$ cat src/rtl/xxx_pkg.sv
// Shared types and defaults for the xxx receive buffer slice.
package xxx_pkg;

  localparam int XXX_ADDR_W = 8;
  localparam int XXX_DATA_W = 8;
  localparam int XXX_DEPTH  = 8;

  // One captured sample as it sits in the buffer.
  typedef struct packed {
    logic [XXX_ADDR_W-1:0] addr;
    logic [XXX_DATA_W-1:0] data;
  } xxx_sample_t;

  // Address-sequence checker: disarmed until the first sample after reset/clear.
  typedef enum logic {
    SEQ_DISARMED = 1'b0,
    SEQ_ARMED    = 1'b1
  } seq_state_e;

  // Pointer width: index bits plus one wrap bit to tell full from empty.
  function automatic int ptrWidth(input int depth);
    return $clog2(depth) + 1;
  endfunction

  localparam int XXX_PTR_W = ptrWidth(XXX_DEPTH);

endpackage

$ cat src/rtl/xxx_rx_buf_mem.sv
// Sample storage: one write port, asynchronous read port, no reset on contents.
module xxx_rx_buf_mem
  import xxx_pkg::*;
#(
  parameter int  DEPTH = XXX_DEPTH,
  parameter type T     = xxx_sample_t
) (
  input  logic                     i_clk,
  input  logic                     i_we,
  input  logic [$clog2(DEPTH)-1:0] i_waddr,
  input  T                         i_wdata,
  input  logic [$clog2(DEPTH)-1:0] i_raddr,
  output T                         o_rdata
);

  T r_mem [DEPTH];

  // Write the accepted sample into its slot; contents are don't-care until written.
  always_ff @(posedge i_clk) begin
    if (i_we) begin
      r_mem[i_waddr] <= i_wdata;
    end
  end

  assign o_rdata = r_mem[i_raddr];

endmodule

$ cat src/rtl/xxx_rx_buf.sv
// Receive buffer behind xxx: FIFO with fall-through output, overflow/drop
// accounting and an address-sequence checker.
module xxx_rx_buf
  import xxx_pkg::*;
#(
  parameter int ADDR_WIDTH = XXX_ADDR_W,
  parameter int DATA_WIDTH = XXX_DATA_W,
  parameter int DEPTH      = XXX_DEPTH,
  parameter int CNT_WIDTH  = 8
) (
  input  logic                     clk_i,
  input  logic                     rst_i,
  input  logic                     clr_i,
  input  logic                     xxx_dt_valid_i,
  input  logic [ADDR_WIDTH-1:0]    xxx_addr_i,
  input  logic [DATA_WIDTH-1:0]    xxx_dt_i,
  output logic                     out_valid_o,
  input  logic                     out_ready_i,
  output logic [ADDR_WIDTH-1:0]    out_addr_o,
  output logic [DATA_WIDTH-1:0]    out_dt_o,
  output logic [$clog2(DEPTH):0]   level_o,
  output logic                     ovf_o,
  output logic [CNT_WIDTH-1:0]     drop_cnt_o,
  output logic                     seq_err_o
);

  localparam int PTR_W = ptrWidth(DEPTH);
  localparam int IDX_W = PTR_W - 1;
  localparam logic [PTR_W-1:0] PTR_ONE = PTR_W'(1);

  typedef struct packed {
    logic [ADDR_WIDTH-1:0] addr;
    logic [DATA_WIDTH-1:0] data;
  } sample_t;

  logic [PTR_W-1:0]      r_wrPtr;
  logic [PTR_W-1:0]      r_rdPtr;
  logic                  w_full;
  logic                  w_empty;
  logic                  w_push;
  logic                  w_pop;
  logic                  w_drop;
  sample_t               w_wrData;
  sample_t               w_rdData;
  logic                  r_ovf;
  logic [CNT_WIDTH-1:0]  r_dropCnt;
  logic                  r_seqErr;
  logic [ADDR_WIDTH-1:0] r_expAddr;
  seq_state_e            r_seqState;
  seq_state_e            w_seqStateNext;
  logic                  w_seqErrSet;

  // Full/empty come from the registered pointers, so a pop in the same
  // cycle never frees room for a push against a full buffer.
  assign w_empty = (r_wrPtr == r_rdPtr);
  assign w_full  = (r_wrPtr[PTR_W-1] != r_rdPtr[PTR_W-1]) &&
                   (r_wrPtr[IDX_W-1:0] == r_rdPtr[IDX_W-1:0]);
  assign w_push  = xxx_dt_valid_i && !w_full && !clr_i;
  assign w_drop  = xxx_dt_valid_i &&  w_full && !clr_i;
  assign w_pop   = !w_empty && out_ready_i && !clr_i;

  assign w_wrData = '{addr: xxx_addr_i, data: xxx_dt_i};

  xxx_rx_buf_mem #(
    .DEPTH (DEPTH),
    .T     (sample_t)
  ) u_mem (
    .i_clk   (clk_i),
    .i_we    (w_push),
    .i_waddr (r_wrPtr[IDX_W-1:0]),
    .i_wdata (w_wrData),
    .i_raddr (r_rdPtr[IDX_W-1:0]),
    .o_rdata (w_rdData)
  );

  assign out_valid_o = !w_empty;
  assign out_addr_o  = w_empty ? '0 : w_rdData.addr;
  assign out_dt_o    = w_empty ? '0 : w_rdData.data;
  assign level_o     = r_wrPtr - r_rdPtr;
  assign ovf_o       = r_ovf;
  assign drop_cnt_o  = r_dropCnt;
  assign seq_err_o   = r_seqErr;

  // Advance write/read pointers on accepted pushes and handshaken pops.
  always_ff @(posedge clk_i or posedge rst_i) begin
    if (rst_i) begin
      r_wrPtr <= '0;
      r_rdPtr <= '0;
    end else if (clr_i) begin
      r_wrPtr <= '0;
      r_rdPtr <= '0;
    end else begin
      if (w_push) r_wrPtr <= r_wrPtr + PTR_ONE;
      if (w_pop)  r_rdPtr <= r_rdPtr + PTR_ONE;
    end
  end

  // Sticky overflow flag and saturating count of samples lost to a full buffer.
  always_ff @(posedge clk_i or posedge rst_i) begin
    if (rst_i) begin
      r_ovf     <= 1'b0;
      r_dropCnt <= '0;
    end else if (clr_i) begin
      r_ovf     <= 1'b0;
      r_dropCnt <= '0;
    end else if (w_drop) begin
      r_ovf <= 1'b1;
      if (r_dropCnt != '1) r_dropCnt <= r_dropCnt + CNT_WIDTH'(1);
    end
  end

  // Sequence checker decision: every strobed sample arms the checker, and an
  // armed checker flags any address other than the expected successor.
  always_comb begin
    w_seqStateNext = r_seqState;
    w_seqErrSet    = 1'b0;
    if (xxx_dt_valid_i) begin
      w_seqStateNext = SEQ_ARMED;
      if ((r_seqState == SEQ_ARMED) && (xxx_addr_i != r_expAddr)) begin
        w_seqErrSet = 1'b1;
      end
    end
  end

  // Sequence checker state, expected next address and sticky error.
  always_ff @(posedge clk_i or posedge rst_i) begin
    if (rst_i) begin
      r_seqState <= SEQ_DISARMED;
      r_expAddr  <= '0;
      r_seqErr   <= 1'b0;
    end else if (clr_i) begin
      r_seqState <= SEQ_DISARMED;
      r_expAddr  <= '0;
      r_seqErr   <= 1'b0;
    end else begin
      r_seqState <= w_seqStateNext;
      if (xxx_dt_valid_i) r_expAddr <= xxx_addr_i + ADDR_WIDTH'(1);
      if (w_seqErrSet)    r_seqErr  <= 1'b1;
    end
  end

endmodule

$ cat config.mk
export PLATFORM = sky130hd
export DESIGN_NAME = xxx_rx_buf
export DESIGN_NICKNAME = d
export VERILOG_FILES = /design/src/rtl/xxx_pkg.sv /design/src/rtl/xxx_rx_buf_mem.sv /design/src/rtl/xxx_rx_buf.sv
export SDC_FILE = /design/constraint.sdc
export NUM_CORES = 1
export LEC_CHECK = 0
export CORE_UTILIZATION = 42
export DETAILED_ROUTE_END_ITERATION = 10
export PLACE_DENSITY = 0.58
export SYNTH_ARGS = -nofsm -noshare
export SYNTH_HDL_FRONTEND = slang
export SYNTH_SLANG_ARGS = --single-unit
export TNS_END_PERCENT = 20
$ cat constraint.sdc
create_clock -name clk_i -period 9.2 [get_ports clk_i]
set_input_delay 1.84 -clock clk_i [delete_from_list [all_inputs] [get_ports clk_i]]
set_output_delay 1.84 -clock clk_i [all_outputs]
set_load 0.005 [all_outputs]
# Yosys cells after proc, flatten, opt, wreduce, memory -nomap -nowiden
# Memories as Yosys holds them, arrays and structs flattened.
# Cells that the tools add are included.
# classes
addsub	5
n_reduce_logical	18
n_eq_ne	5
n_mux	21
# op_table
operator	count
$mux 8	7
$add 8x1->8 const B	2
$mux 4	4
$reduce_bool 2->1	6
$mux 1	10
$add 4x1->4 const B	2
$logic_and 1x1->1	8
$ne 8x8->1	1
$ne 8x8->1 const B	1
$eq 4x4->1	1
$sub 4x4->4	1
$eq 3x3->1	1
$logic_not 1->1	3
$reduce_and 2->1	1
$ne 1x1->1	1
# word_totals
n_memories	1
output_inout_bits	31
ram_bits	128
elab_cells	57
ff_bits	27
# mem_list
name	words	width	rd	rd_ports_with_merged_regs	wr	line	text
u_mem.r_mem	8	16	1	0	1	xxx_rx_buf_mem.sv:16	T r_mem [DEPTH];

# Logic depth before layout (Yosys ltp)
# depth
word_depth	7
mapped_depth	9
mapped_depth_nobuf	6

# Hierarchy
# A second synthesis with hierarchy kept.
# hier_totals
cells_unflattened	381
area_unflattened_um2	6687.7
# by_module_without_submodules
mod	instances	seq_area_each_um2	cells_per_inst	area_per_inst_um2
xxx_rx_buf_mem	1	3843.7	198	4973.5
xxx_rx_buf	1	675.6	183	1714.1

# Least setup slack after synthesis
# No wires, ideal clock.
# synth_path
path_type	flip-flop to output port
from	register r_rdPtr[2]
to	output port out_valid_o
arrival_time_ps	2264
stages_incl_launch_ff	9
setup_slack_ps	5096
path_cell_list	dfrtp_1 > clkbuf_1 > clkinv_1 > clkbuf_1 > ha_1 > nand3_1 > nor2_1 > clkbuf_1 > inv_1
# synth_via
elab_chain_cells	2
# synth_lines
element	line	text
start, declared	xxx_rx_buf.sv:37	logic [PTR_W-1:0] r_rdPtr;
start signal, assigned	xxx_rx_buf.sv:94	if (w_pop) r_rdPtr <= r_rdPtr + PTR_ONE;
$eq 4x4->1	xxx_rx_buf.sv:55	assign w_empty = (r_wrPtr == r_rdPtr);
$logic_not 1->1	xxx_rx_buf.sv:76	assign out_valid_o = !w_empty;
end, declared	xxx_rx_buf.sv:17	output logic out_valid_o,
# Every way passes these cells.

# Worst setup path in the final report
# layout_path
from	register r_rdPtr[2]
to	output port out_addr_o[7]
# layout_via
elab_chain_cells	2
word_cells_on_any_way	3
cone_classes	eq/ne (1); mux (1); memory (1)
# layout_lines
element	line	text
$mem_v2 8x16 or $eq 4x4->1 (tied branches)	-	
$mux 8 (*)	xxx_rx_buf.sv:77	assign out_addr_o = w_empty ? '0 : w_rdData.addr;
end, declared	xxx_rx_buf.sv:19	output logic [ADDR_WIDTH-1:0] out_addr_o,
# Every way passes the cells marked *; elsewhere a longest branch is shown, timed or not.

==> metrics.yaml <==
coreArea_sq_um: 14800
critical_path.cell_chain: "clkinv_1 > ha_1 > nand3_1 > nor2_1 > buf_4 > a21oi_1 > clkdlybuf4s50_1"
totalWireLength_um: 12900
netlist_area_sq_um: 6450
clkPwrFrac: 0.382
cp-start-kind: "flip-flop"
synthesis.nets: 429
multi_input_area_sq_um: 1820
yosysUniqueCellTypes: 34
hold_slack_ns: 0.517
worstMarginPinSlew_ns: 1.12
ios: 52
layout.cells.non_filler: 659
cts_resized: 0
die_w_um: 126
ys_seq_area_frac: 0.700
cp_slowest_cell: "dfrtp_1"
grt_pass1_wl_um: 20800
final_nets: 491
cts.sinks: 155
hold_depth: 2
cap_violations: 0
hold_class: "reg -> reg"
fin_tns_setup_ns: 0
regArea_sq_um: 4520
grt_start_max_net_pins: 38
p_sw_uw: 407
dp_hpwl_um: 7830
finalCriticalPeriod_ns: 6.26
drive_gt1_frac: 0.160
dp_cells: 627
reg2reg_depth: 7
wl_met1_um: 5810
postCtsHoldBufs: 0
powerDensity_nw_per_um2: 222
area_growth_pct: 20.4
drt_first_pass_iters: 4
place_congestion: 0.789
cts_tree: "yes"
fmax_ghz: 0.160
final_cell_mix: "128 x edfxtp_1, 51 x clkdlybuf4s50_1, 39 x nand2_1, 32 x mux4_2, 27 x nor2_1"
skew_ns: 0.00842
p_total_uw: 1730
combPwrFrac: 0.166
antenna_found_initial: 0
ant_nets: 0
track_usage: 0.178
crit_path_end_kind: "output pin"
vias: 3601
diodes: 0
power.ir.vdd_worst_mv: 0.193
final_hold_viol_count: 0
htreeDepth: 4
synth.avg_cell_area_sq_um: 16.1
top_layer_used: "met4"
path_class: "reg -> out"
cts_buffer_depth: 2
clkTransAtPathRegs_ns: 0.06
outcome: "complete, no violations"
setup_violations: 0
cp.arrival_ns: 4.42
drtIter0Drc: 240
drc: 0
p_sw_frac: 0.236
layout_commonest_cell: "edfxtp_1"
yosysWarnings: 0
drv_slew: 0
gr-total-overflow: 0
cts_made_buffers: 17
synthCells: 400
crit_fanout: 18
intPower_uw: 1320
io_buffers: 51
postCtsSetupRepairBufs: 0
synth_seq_cells: 155
rsz0062_at_grt: "false"
vias_per_cell: 5.46
fillers: 1231
wl_per_cell_um: 19.6
slowest_delay_ns: 0.84
wl_met3_um: 389
initial_utilization: 0.437
route.met2.wl_um: 6540
pwr-share-seq: 0.453
clk_latency_ns: 0.42
finalCritPeriodShare: 0.680
cp.required_ns: 7.36
r2r_slack_ns: 4.60
cts_root_buf: "clkbuf_16"
final_util: 0.526
std_cell_rows: 44
die_h_um: 126
power_leakage_uw: 0.00263
die_area_sq_um: 15900
first_global_vias: 3848
slew_headroom: 0.249
-- routing by layer --
layer  vias to the layer above  track usage
li1                       1657            -
met1                      1856        0.223
met2                        73        0.304
met3                        15       0.0378
met4                         0       0.0673
met5                         -            0
-- critical path: cells and delay by family (launching register included) --
| family | cells | cell delay, ns |
|---|---|---|
| AO/OA/AOI/OAI | 1 | 0.08 |
| adder cells (fa/ha/maj) | 1 | 0.63 |
| buffers and inverters | 3 | 1.62 |
| flip-flops | 1 | 0.84 |
| AND/OR/NAND/NOR | 2 | 0.83 |
-- cells by family after synthesis --
| kind of cell | Yosys count | share of synthesized area |
|---|---|---|
| and+or+nand+nor | 98 | 0.0685 |
| DFF | 155 | 0.700 |
| buffers and inverters | 31 | 0.0190 |
| adders and majority gates | 8 | 0.0167 |
| xor gates and xnor gates | 24 | 0.0337 |
| muxes | 35 | 0.116 |
| AOI/OAI and AO/OA | 49 | 0.0454 |
-- per-stage QoR --
step	area, sq um	worst slack (ns)
2_1_floorplan	6450	5.10
3_3_place_gp	7210	3.58
3_5_place_dp	7210	3.34
4_1_cts	7770	2.88
5_1_grt	7770	2.61
6_report	7770	2.94
-- synth_stat cells --
| library cell | count | share of area |
|---|---|---|
| a211oi_1 | 8 | 0.0093 |
| a21o_1 | 1 | 0.0012 |
| a21oi_1 | 26 | 0.020 |
| and2_1 | 1 | 0.00097 |
| and3_1 | 4 | 0.0039 |
| buf_1 | 1 | 0.00058 |
| buf_2 | 5 | 0.0039 |
| clkbuf_1 | 13 | 0.0076 |
| clkinv_1 | 1 | 0.00058 |
| dfrtp_1 | 27 | 0.10 |
| edfxtp_1 | 128 | 0.60 |
| fa_1 | 1 | 0.0031 |
| ha_1 | 7 | 0.014 |
| inv_1 | 11 | 0.0064 |
| mux2i_1 | 3 | 0.0047 |
| mux4_2 | 32 | 0.11 |
| nand2_1 | 39 | 0.023 |
| nand2b_1 | 2 | 0.0019 |
| nand3_1 | 6 | 0.0047 |
| nand4_1 | 4 | 0.0039 |
| nor2_1 | 27 | 0.016 |
| nor2b_1 | 1 | 0.00097 |
| nor3_1 | 3 | 0.0023 |
| nor4_1 | 1 | 0.00097 |
| o211ai_1 | 5 | 0.0058 |
| o21ai_0 | 3 | 0.0023 |
| o21ai_1 | 1 | 0.00077 |
| o31ai_1 | 5 | 0.0058 |
| or3_1 | 7 | 0.0068 |
| or3b_1 | 1 | 0.0014 |
| or4_1 | 2 | 0.0023 |
| xnor2_1 | 15 | 0.020 |
| xor2_1 | 8 | 0.011 |
| xor2_2 | 1 | 0.0025 |
-- sequential cells by signal (all words and copies together), names as in the netlist --
register	cells
drop_cnt_o	8
r_wrPtr	4
seq_err_o	1
r_expAddr	8
u_mem.r_mem	128
ovf_o	1
r_seqState	1
r_rdPtr	4
-- final cells by class --
cell class                 instances  area share
timing repair buffer              62      0.0764
sequential                       155       0.582
clock buffer                      17      0.0548
multi-input combinational        214       0.234
inverter                          12     0.00580
tap                              184      0.0296
clock inverter                    15      0.0171
-- power by group through the flow --
stage          logic, uW  registers, uW  clock network (uW)
2_1_floorplan        165            795                   0
3_3_place_gp         290            795                   0
3_5_place_dp         292            796                   0
4_1_cts              293            781                 670
5_1_grt              316            782                 692
6_report             286            781                 659
-- worst paths after layout --
check | startpoint | to
worst max-delay path | r_rdPtr[2]$_DFFE_PP0P_ | out_addr_o[7]
worst min-delay path | seq_err_o$_DFFE_PP0P_ | seq_err_o$_DFFE_PP0P_
worst max register to register | r_rdPtr[2]$_DFFE_PP0P_ | u_mem.r_mem[3][9]$_DFFE_PP_
worst min register to register | seq_err_o$_DFFE_PP0P_ | seq_err_o$_DFFE_PP0P_
max in group asynchronous | rst_i | r_rdPtr[0]$_DFFE_PP0P_
min in group asynchronous | rst_i | ovf_o$_DFFE_PP0P_
Note: power is estimated with default switching activity, not from simulation.
